## config.mk

```make
export PLATFORM = sky130hd
export DESIGN_NAME = adc0809_emu_flat
export DESIGN_NICKNAME = d
export VERILOG_FILES = /design/src/rtl/adc0809_emu_if.sv /design/src/rtl/adc0809_emu.sv /design/src/flat_wrapper.sv
export SDC_FILE = /design/constraint.sdc
export NUM_CORES = 1
export LEC_CHECK = 0
export ABC_CLOCK_PERIOD_IN_PS = 1900
export BUFFER_PORTS_ARGS = -buffer_cell sky130_fd_sc_hd__buf_2
export CAP_MARGIN = 30
export CORE_MARGIN = 2
export CORE_UTILIZATION = 44
export DETAILED_ROUTE_END_ITERATION = 10
export HOLD_SLACK_MARGIN = 0.03
export PLACE_DENSITY_LB_ADDON = 0.25
export SYNTH_ARGS = -nofsm -noshare
export SYNTH_HDL_FRONTEND = slang
export SYNTH_SLANG_ARGS = --single-unit
```

## constraint.sdc

```tcl
create_clock -name MCLK -period 1.9 [get_ports MCLK]
set_input_delay 0.19 -clock MCLK [delete_from_list [all_inputs] [get_ports MCLK]]
set_output_delay 0.19 -clock MCLK [all_outputs]
set_load 0.005 [all_outputs]
```

## src/rtl/adc0809_emu_if.sv

```systemverilog
// CPU-side bus of the ADC0809 emulation: channel select, start strobe and result/status.
interface adc0809_emu_if;
  logic [2:0] ADDR;
  logic       START;
  logic [7:0] DOUT;
  logic       EOC;
  logic       EOC_PULSE;

  modport master (output ADDR, START, input DOUT, EOC, EOC_PULSE);
  modport slave  (input ADDR, START, output DOUT, EOC, EOC_PULSE);
endinterface

```

## src/rtl/adc0809_emu.sv

```systemverilog
// ADC0809 emulation: 8-channel sample-and-hold with a CE-paced conversion delay
// and a registered result latch, EOC level and one-cycle EOC pulse.
module adc0809_emu #(
  parameter int CONV_CYCLES = 64
) (
  input  logic           MCLK,
  input  logic           RESET_N,
  input  logic           CE,
  input  logic [63:0]    AIN,
  adc0809_emu_if.slave   bus
);

  typedef enum logic {IDLE, CONV} state_t;

  localparam logic [7:0] LastCnt = 8'(CONV_CYCLES - 1);

  state_t     state_q;
  logic [7:0] cnt_q;
  logic [7:0] cnt_d;
  logic [7:0] sample_q;
  logic [7:0] dout_q;
  logic       eoc_q;
  logic       eoc_pulse_q;
  logic [7:0] ain_ch [8];

  genvar gi;
  generate
    for (gi = 0; gi < 8; gi++) begin : g_ain
      assign ain_ch[gi] = AIN[8*gi +: 8];
    end
  endgenerate

  assign cnt_d = cnt_q + 8'd1;

  // START has priority over everything, including a coincident final CE.
  always_ff @(posedge MCLK) begin
    if (!RESET_N) begin
      state_q     <= IDLE;
      cnt_q       <= 8'd0;
      sample_q    <= 8'd0;
      dout_q      <= 8'd0;
      eoc_q       <= 1'b1;
      eoc_pulse_q <= 1'b0;
    end else begin
      eoc_pulse_q <= 1'b0;
      if (bus.START) begin
        sample_q <= ain_ch[bus.ADDR];
        cnt_q    <= 8'd0;
        state_q  <= CONV;
        eoc_q    <= 1'b0;
      end else if (state_q == CONV && CE) begin
        if (cnt_q == LastCnt) begin
          dout_q      <= sample_q;
          eoc_q       <= 1'b1;
          eoc_pulse_q <= 1'b1;
          state_q     <= IDLE;
        end else begin
          cnt_q <= cnt_d;
        end
      end
    end
  end

  assign bus.DOUT      = dout_q;
  assign bus.EOC       = eoc_q;
  assign bus.EOC_PULSE = eoc_pulse_q;

endmodule

```

## src/flat_wrapper.sv

```systemverilog
// flat-port wrapper written by rule: the top's interface ports become plain ports
module adc0809_emu_flat 
#(
  parameter int CONV_CYCLES = 64
)
  (MCLK, RESET_N, CE, AIN, bus_ADDR, bus_START, bus_DOUT, bus_EOC, bus_EOC_PULSE);
  adc0809_emu_if bus_i ();
  input  logic MCLK;
  input  logic RESET_N;
  input  logic CE;
  input  logic [63:0] AIN;
  input wire logic [$bits(bus_i.ADDR)-1:0] bus_ADDR;
  input wire logic [$bits(bus_i.START)-1:0] bus_START;
  output wire logic [$bits(bus_i.DOUT)-1:0] bus_DOUT;
  output wire logic [$bits(bus_i.EOC)-1:0] bus_EOC;
  output wire logic [$bits(bus_i.EOC_PULSE)-1:0] bus_EOC_PULSE;
  assign bus_i.ADDR = bus_ADDR;
  assign bus_i.START = bus_START;
  assign bus_DOUT = bus_i.DOUT;
  assign bus_EOC = bus_i.EOC;
  assign bus_EOC_PULSE = bus_i.EOC_PULSE;
  adc0809_emu #(.CONV_CYCLES(CONV_CYCLES)) u_core (.MCLK(MCLK), .RESET_N(RESET_N), .CE(CE), .AIN(AIN), .bus(bus_i));
endmodule
```

==> metrics.md, run 1 <==
| Metric | Value |
|---|---|
| I/O pin count | 81 |
| Power Density | 546.6 mW/mm^2 |
| Clock slew at the register clock pins of the worst setup and hold paths | 150 ps |
| Peak Freq | 583.2 MHz |
| Post-synth cell types | 31 |
| Net count after synthesis | 200 |
| # clock sinks | 27 |
| Crit. End Element | flop |
| Fin Setup TNS | 0 ps |
| First-pass GRT wire length | 5.037 mm |
| Final Cell Area | 0.001907 sq mm |
| # rows | 21 |
| Synth area leader | dfxtp_1 |
| Worst setup path start | u_core.cnt_q[0] |
| Root buffer cell | clkbuf_4 |
| Total power draw | 1.042 mW |
| Rel. slew slack | 68.73% |
| CTS tree | yes |
| Synth warn | 0 |
| Count of final setup violators | 0 |
| DRC viols | 0 |
| Num CTS Buffers | 3 |
| FILL cells | 306 |
| Vias in the first global route | 1182 |
| Leak | 0.8277 nW |
| Post-Synthesis Cells | 128 |
| Largest net degree at the start of global routing | 17 |
| DR vias/cell | 5.260 |
| Initial Util | 44.84% |
| Worst setup path class | reg2reg |
| Post-cts sizing count | 0 |
| Required time of the critical path | 2130 ps |
| Post-route minimum period | 1715 ps |
| Antenna diode count | 0 |
| Cell Area, Placed | 0.001877 sq mm |
| Final nets | 277 |
| Final hold violation count | 0 |
| Final Cycle Share | 90.24% |
| Worst Path Arrival | 1950 ps |
| Setup crit start kind | flop |
| Gr ovfl total | 0 |
| Die height | 61.85 um |
| Area of the core | 0.003284 sq mm |
| Most common cell after layout, fill and taps aside | buf_2 |
| Area growth syn-to-layout | 29.48% |
| Post-synthesis sequential area ratio | 36.70% |
| Most frequent cells in the layout | buf_2 (80), dfxtp_1 (27), nor2_1 (16), mux4_2 (16), o21ai_0 (9) |
| Initial antenna violation count | 0 |
| H-tree depth | 1 |
| Initial DRT Pass Iterations | 4 |
| Final ANT Viol Nets | 0 |
| CTS Buffer Depth | 2 |
| Hold buffers post-CTS | 0 |
| Fin. max-slew vios | 0 |
| Skew-Pair Late Insertion Delay | 320 ps |
| Worst Hold Class | in2reg |
| RSZ-0062 raised after global routing | no |
| Yosys reg bits | 27 |
| Final wirelength | 3.224 mm |
| Share of cells above drive strength 1 | 51.47% |
| Die area | 0.003825 sq mm |
| Mean Syn Cell Area | 11.51 sq um |
| Worst Tran Pin Value | 469.1 ps |
| Post-CTS setup buffer count | 0 |
| GRT Util Overall | 17.52% |
| 1st-iter DRT viols | 49 |
| Placer congestion estimate | 0.8694 |
| Status | complete, no violations |
| Syn Std Cell Area | 0.001473 sq mm |
| Via count of the routed design | 1315 |
| MaxCap Viol Count | 0 |
| Area share of the largest cell type after synthesis | 36.70% |
| Final HPWL DP | 2.799 mm |
| Max IR drop VDD | 0.0002125 V |
| FF-to-FF path depth | 6 |
| Clk_skew | 6.544 ps |
| Synth top area cells | dfxtp_1 (37%), mux4_2 (24%), a22o_1 (4.2%) |
| Worst R2R Start | u_core.cnt_q[0] |
| Drt wl/cell | 12.90 um |
| Port bufs | 80 |
| Chip Width | 61.85 um |
| Hold path depth | 3 |
| Max FO, Critical Path | 9 |
| Hold Path Origin | RESET_N |
[final cells by class]
class / count / area, sq um / share of cell area, %
Clock inverter: 1 / 7.507 / 0.3937
Sequential cell: 27 / 540.5 / 28.35
Clock buffer: 3 / 22.52 / 1.181
Multi-Input combinational cell: 90 / 863.3 / 45.28
Tap cell: 46 / 57.56 / 3.018
Inverter: 2 / 7.507 / 0.3937
Timing Repair Buffer: 81 / 407.9 / 21.39
[power by group]
part	leakage (nW)	internal [mW]	switching, mW
logic	0.593	0.124	0.0745
clock network	0.0139	0.0804	0.166
registers	0.220	0.585	0.0121
total	0.828	0.790	0.253
[flip-flops by register name (all words and copies together) (netlist names)]
| register | cells |
|---|---|
| u_core.cnt_q | 8 |
| u_core.bus.EOC | 1 |
| u_core.state_q | 1 |
| u_core.sample_q | 8 |
| u_core.bus.DOUT | 8 |
| u_core.bus.EOC_PULSE | 1 |
[synth_stat cells, drive strengths merged]
cell	n
and4bb	1
nor2	16
ha	1
nand2	3
o21ai	9
nand2b	1
xor2	1
and4	2
o22ai	7
buf	5
a31oi	1
mux2i	4
a211oi	1
o21a	1
inv	2
nor2b	3
a22o	7
or2b	1
xnor2	5
dfxtp	27
mux4	16
nand3	3
a311oi	2
nand4	2
clkbuf	4
a21oi	2
nor4	1
[path summary, 6_finish.rpt]
check,to,slack (ps)
hold reg to reg,u_core.bus.DOUT[5],490
hold / removal,u_core.sample_q[4],150
setup reg to reg,u_core.bus.DOUT[6],190
setup / recovery,u_core.bus.DOUT[6],190
[layer usage]
metal	up-vias	part of all wire, %	GRT usage, %
met5	-	0	0
met4	0	1.2	6.383
met3	4	6.7	2.484
met2	61	51	30.98
met1	600	41	21.73
li1	650	-	-
[cells by family after synthesis]
kind of cell / count (synthesis) / share of synthesized area (%)
buffers and inverters: 11 / 4.672
xor gates and xnor gates: 6 / 3.568
adders and majority gates: 1 / 0.8495
AOI/OAI and AO/OA: 30 / 13.51
muxes: 20 / 27.19
and+or+nand+nor: 33 / 13.51
DFF: 27 / 36.70
[critical path: stages, from the launching register on]
cell and delay [ps]:
dfxtp_1 410, ha_1 300, nand3_1 150, and4bb_2 340, nor2b_1 50, buf_4 150, a22o_1 230
[stage by stage]
stage          cells  utilization, %  setup slack, ps  hold slack (ps)
5_1_grt          250           58.06            83.27            160.4
3_5_place_dp     246           57.14            198.3            455.1
3_3_place_gp     246           57.14            247.4            451.2
2_1_floorplan    128               -            319.7            379.9
4_1_cts          250           58.06            187.0            154.9
6_report         250           58.06            185.5            154.7
Note: power is estimated with default switching activity, not from simulation.
==> inputs of run 2 (changes only) <==
--- a/config.mk
+++ b/config.mk
@@ -8,11 +8,13 @@
 export ABC_CLOCK_PERIOD_IN_PS = 1900
 export BUFFER_PORTS_ARGS = -buffer_cell sky130_fd_sc_hd__buf_2
 export CAP_MARGIN = 30
+export CORE_ASPECT_RATIO = 0.9
 export CORE_MARGIN = 2
 export CORE_UTILIZATION = 44
 export DETAILED_ROUTE_END_ITERATION = 10
 export HOLD_SLACK_MARGIN = 0.03
 export PLACE_DENSITY_LB_ADDON = 0.25
+export RECOVER_POWER = 50
 export SYNTH_ARGS = -nofsm -noshare
 export SYNTH_HDL_FRONTEND = slang
 export SYNTH_SLANG_ARGS = --single-unit
==> metrics.md, run 2 (synthesis gave the netlist of run 1 again) <==
| Metric | Value |
|---|---|
| Power Density | 587.5 mW/mm^2 (+7.5%) |
| CTS Buffer Depth | 2 (unchanged) |
| MaxCap Viol Count | 0 (unchanged) |
| NetSw | 260.9 uW (+3.3%) |
| Post-route minimum period | 1686 ps (-28.38 ps) |
| Initial Util | 47.29% (+2.4 points) |
| Drt wl/cell | 13.96 um (+8.2%) |
| Worst Path Arrival | 1860 ps (-90 ps) |
| Post-cts sizing count | 0 (unchanged) |
| Worst setup path class | reg2reg |
| Final nets | 277 (unchanged) |
| Largest net degree at the start of global routing | 17 (unchanged) |
| Count of final setup violators | 0 (unchanged) |
| Most frequent cells in the layout | buf_2 (77), dfxtp_1 (27), nor2_1 (16), mux4_2 (16), o21ai_0 (9) |
| Internal power | 857.2 uW (+8.6%) |
| # clock sinks | 27 (unchanged) |
| Port bufs | 80 (unchanged) |
| Peak Freq | 593.1 MHz (+1.7%) |
| Share of cells above drive strength 1 | 50.00% (-1.5 points) |
| Fin. max-slew vios | 0 (unchanged) |
| Worst Tran Pin Value | 772.0 ps (+302.9 ps) |
| Final HPWL DP | 2.916 mm (+4.2%) |
| Hold buffers post-CTS | 0 (unchanged) |
| Clk_skew | 3.631 ps (-2.913 ps) |
| Chip Width | 64.98 um (+5.1%) |
| Vias in the first global route | 1329 (+12%) |
| DRC viols | 0 (unchanged) |
| Most common cell after layout, fill and taps aside | buf_2 |
| Antenna diode count | 0 (unchanged) |
| Initial antenna violation count | 0 (unchanged) |
| Worst Hold Class | in2reg |
| Max IR drop VDD | 0.0002876 V (+35%) |
| DR vias/cell | 5.244 (-0.31%) |
| # rows | 19 (-9.5%) |
| Final Cycle Share | 88.75% (-1.5 points) |
| CTS tree | yes |
| Area growth syn-to-layout | 29.23% |
| I/O pin count | 81 (unchanged) |
| GRT Util Overall | 19.27% (+1.7 points) |
| Required time of the critical path | 2070 ps (-60 ps) |
| Placer congestion estimate | 0.8084 (-7.0%) |
| Area of the core | 0.003114 sq mm (-5.2%) |
| Initial DRT Pass Iterations | 4 (unchanged) |
| Final wirelength | 3.434 mm (+6.5%) |
| Switching Share | 23.34% (-0.90 points) |
| Logic pwr share | 17.9% (-1.2 points) |
| Rel. slew slack | 48.53% (-20 points) |
| 1st-iter DRT viols | 77 (+57%) |
| Fin Setup TNS | 0 ps (unchanged) |
| Final ANT Viol Nets | 0 (unchanged) |
| Via count of the routed design | 1290 (-1.9%) |
| Die area | 0.003826 sq mm (about the same) |
| First-pass GRT wire length | 5.623 mm (+12%) |
| Dpl cells | 242 (-1.6%) |
| Crit. End Element | flop |
| Skew-Pair Late Insertion Delay | 270 ps (-50 ps) |
| Leak | 0.8228 nW (-0.59%) |
| Root buffer cell | clkbuf_8 |
| Status | complete, no violations |
| FILL cells | 269 (-12%) |
| RSZ-0062 raised after global routing | no |
| Num CTS Buffers | 3 (unchanged) |
| Max FO, Critical Path | 9 (unchanged) |
| Clk pwr share | 28.8% (+5.2 points) |
| Fin cells | 246 (-1.6%) |
| H-tree depth | 1 (unchanged) |
| Gr ovfl total | 0 (unchanged) |
| Final hold violation count | 0 (unchanged) |
| Clock slew at the register clock pins of the worst setup and hold paths | 90 ps (-60 ps) |
| Die height | 58.89 um (-4.8%) |
| Seq pwr share | 53.3% (-4.0 points) |
| Setup crit start kind | flop |
| Post-CTS setup buffer count | 0 (unchanged) |
==> run 2: critical path: stages (launching register included) <==
cell and delay, ps:
dfxtp_1 400, ha_1 260, nand3_1 130, and4bb_2 350
nor2b_1 50, buf_4 160, a22o_1 230
==> run 2: final cells by class <==
| type | instances | area, sq um | area share (%) |
|---|---|---|---|
| clock buffers | 3 | 41.29 | 2.170 |
| clock inverters | 1 | 7.507 | 0.3945 |
| inverters | 2 | 7.507 | 0.3945 |
| multi-input cells | 90 | 848.3 | 44.58 |
| flip-flops and latches | 27 | 540.5 | 28.40 |
| well taps | 42 | 52.55 | 2.761 |
| repair buffers | 81 | 405.4 | 21.30 |
==> run 2: per-layer routing <==
layer | vias to the layer above | share of wire, % | global-route usage (%)
met4 | 0 | 1.3 | 11.25
met3 | 3 | 7.0 | 2.677
met2 | 57 | 51 | 33.14
met5 | - | 0 | 0
met1 | 581 | 41 | 23.31
li1 | 649 | - | -
==> run 2: worst paths after layout <==
check / startpoint / to / slack [ps] / cells after the start
max: u_core.cnt_q[0] / u_core.bus.DOUT[4] / 210 / 6
min: RESET_N / u_core.sample_q[0] / 230 / 3
max reg2reg: u_core.cnt_q[0] / u_core.bus.DOUT[4] / 210 / 6
min reg2reg: u_core.bus.EOC / u_core.bus.EOC / 450 / 2
==> run 2: power by group through the flow <==
stage / clock network, mW / logic, mW / registers, mW
detailed placement: 0 / 0.202 / 0.610
floorplan: 0 / 0.120 / 0.606
global placement: 0 / 0.197 / 0.609
CTS: 0.336 / 0.203 / 0.597
global route: 0.356 / 0.222 / 0.598
finish: 0.322 / 0.200 / 0.596
==> run 2: stage by stage <==
stage | hold slack [ps] | total power, mW | utilization, % | area [sq um] | setup WS, ps
2_1_floorplan | 379.9 | 0.7258 | - | 1473 | 319.7
3_3_place_gp | 451.1 | 0.8061 | 60.10 | 1872 | 253.2
3_5_place_dp | 448.1 | 0.8122 | 60.10 | 1872 | 178.0
4_1_cts | 228.2 | 1.135 | 61.67 | 1921 | 160.3
5_1_grt | 235.0 | 1.176 | 61.11 | 1903 | 78.89
6_report | 231.7 | 1.118 | 61.11 | 1903 | 213.8
==> inputs of run 3 (changes only) <==
--- a/config.mk
+++ b/config.mk
@@ -13,7 +13,7 @@
 export CORE_UTILIZATION = 44
 export DETAILED_ROUTE_END_ITERATION = 10
 export HOLD_SLACK_MARGIN = 0.03
-export PLACE_DENSITY_LB_ADDON = 0.25
+export PLACE_DENSITY = 0.89
 export RECOVER_POWER = 50
 export SYNTH_ARGS = -nofsm -noshare
 export SYNTH_HDL_FRONTEND = slang
==> metrics.md, run 3 (synthesis gave the netlist of run 1 again) <==
| Metric | Value |
|---|---|
| Dpl cells | 243 (+0.41%) |
| Hold path depth | 2 (-1) |
| DR vias/cell | 5.449 (+3.9%) |
| Final Cycle Share | 90.29% (+1.5 points) |
| Hold buffers post-CTS | 0 (unchanged) |
| First-pass GRT wire length | 5.561 mm (-1.1%) |
| R2r setup slk | 180 ps (-30 ps) |
| Worst setup path start | u_core.cnt_q[0] |
| Initial Util | 47.29% (unchanged) |
| # rows | 19 (unchanged) |
| Final hold violation count | 0 (unchanged) |
| Chip Width | 64.98 um (unchanged) |
| Port bufs | 80 (unchanged) |
| Drt wl/cell | 14.18 um (+1.6%) |
| Final HPWL DP | 2.935 mm (+0.66%) |
| Clk_skew | 2.287 ps (-1.344 ps) |
| Worst Tran Pin Value | 770.2 ps (-1.804 ps) |
| Status | complete, no violations |
| FILL cells | 247 (-8.2%) |
| Worst R2R Start | u_core.cnt_q[0] |
| Required time of the critical path | 2070 ps (about the same) |
| Cells along the critical path | ha_1, nand3_1, and4bb_2, nor2b_1, buf_4, a22o_1 |
| Area of the core | 0.003114 sq mm (unchanged) |
| Worst Path Arrival | 1890 ps (+30 ps) |
| Via count of the routed design | 1346 (+4.3%) |
| GRT Util Overall | 18.99% (-0.28 points) |
| Fin Setup TNS | 0 ps (unchanged) |
| Final wirelength | 3.502 mm (+2.0%) |
| Setup ws final | 184.5 ps (-29.33 ps) |
| # clock sinks | 27 (unchanged) |
| Worst setup path class | reg2reg |
| CP max stage delay | 390 ps (about the same) |
| Peak Freq | 582.9 MHz (-1.7%) |
| Die area | 0.003826 sq mm (unchanged) |
| Initial DRT Pass Iterations | 4 (unchanged) |
| H-tree depth | 1 (unchanged) |
| Placer congestion estimate | 0.8156 (+0.89%) |
| Timing endpoint of the critical path | u_core.bus.DOUT[2] |
| Leak | 0.8222 nW (about the same) |
| Crit. End Element | flop |
| Most frequent cells in the layout | buf_2 (73), dfxtp_1 (27), nor2_1 (16), mux4_2 (16), o21ai_0 (9) |
| Clock slew at the register clock pins of the worst setup and hold paths | 100 ps (about the same) |
| Fin cells | 247 (+0.41%) |
| Final nets | 278 (+0.36%) |
| Post-CTS setup buffer count | 0 (unchanged) |
| Largest net degree at the start of global routing | 18 (+1) |
| MaxCap Viol Count | 0 (unchanged) |
| Count of final setup violators | 0 (unchanged) |
| CP Depth | 6 (unchanged) |
| Max IR drop VDD | 0.0003937 V (+37%) |
| Antenna diode count | 0 (unchanged) |
| RSZ-0062 raised after global routing | no |
| Most common cell after layout, fill and taps aside | buf_2 |
| Final ANT Viol Nets | 0 (unchanged) |
| Critical path's top delay family | simple AND/OR/NAND/NOR gates |
| Worst slack at placement | 197.4 ps (+19.35 ps) |
| Post-cts sizing count | 0 (unchanged) |
| Max FO, Critical Path | 9 (unchanged) |
| Share of cells above drive strength 1 | 48.78% (-1.2 points) |
| Register Area | 540.5 sq um (unchanged) |
| Vias in the first global route | 1335 (+0.45%) |
| Core Util, Final | 61.71% (+0.60 points) |
| Post-route minimum period | 1715 ps (+29.33 ps) |
| I/O pin count | 81 (unchanged) |
| DRC viols | 0 (unchanged) |
| Slowest-stage cell, CP | dfxtp_1 |
| Num CTS Buffers | 3 (unchanged) |
| Rel. slew slack | 48.65% (+0.12 points) |
| Setup crit start kind | flop |
| CTS tree | yes |
| Die height | 58.89 um (unchanged) |
| Fin. max-slew vios | 0 (unchanged) |
| Total power draw | 1.141 mW (+2.1%) |
| FF-to-FF path depth | 6 (unchanged) |
| 1st-iter DRT viols | 75 (-2.6%) |
| Footprint of the multi-input gates | 863.3 sq um (+1.8%) |
| Initial antenna violation count | 0 (unchanged) |
| Skew-Pair Late Insertion Delay | 270 ps (about the same) |
| Gr ovfl total | 0 (unchanged) |
| Crit path buffers/inverters | 1 (unchanged) |
| CTS Buffer Depth | 2 (unchanged) |
| Area growth syn-to-layout | 30.50% |
| Root buffer cell | clkbuf_8 |
| Worst Hold Class | in2reg |
| Power Density | 593.9 mW/mm^2 (+1.1%) |
| R2R Path End | u_core.bus.DOUT[2] |
==> run 3: cell count changes in the layout (fill, tap and decap cells not counted), sizes merged <==
cell,delta
inv,+1
buf,-3
clkbuf,+4
clkinvlp,-1
==> run 3: worst min-delay path by stage <==
stage               from            endpoint  slack (ps)
2_1_floorplan  bus_START  u_core.sample_q[3]         380
4_1_cts        bus_START  u_core.sample_q[3]         140
5_1_grt        bus_START  u_core.sample_q[3]         150
3_5_place_dp   bus_START  u_core.sample_q[3]         440
6_report       bus_START  u_core.sample_q[3]         140
3_3_place_gp   bus_START  u_core.sample_q[3]         430
==> run 3: final cells by class <==
type	count	share of cell area, %
tap	42	2.734
clock buffer	3	2.148
clock inverter	1	0.4557
timing repair buffer	82	21.22
sequential	27	28.13
multi-input combinational	90	44.92
inverter	2	0.3906
==> run 3: stage by stage <==
stage               hold slack (ps)  instance area, sq um
floorplan                     379.9                  1473
global placement              430.6                  1879
detailed placement            435.3                  1879
CTS                           137.1                  1929
global route                  149.3                  1922
finish                        139.0                  1922
==> run 3: report_power, final <==
part | total (mW) | internal (mW) | switching (mW)
clock | 0.343 | 0.154 | 0.189
combinational | 0.204 | 0.126 | 0.0782
sequential | 0.595 | 0.584 | 0.0109
==> run 3: metal layers <==
metal | share of wire (%) | GRT usage, % | wire length [um] | vias up
met3 | 7.9 | 6.883 | 278 | 10
li1 | - | - | - | 653
met1 | 39 | 19.78 | 1352 | 620
met5 | 0 | 0 | 0 | -
met4 | 3.0 | 10.03 | 104 | 0
met2 | 50 | 33.73 | 1765 | 63
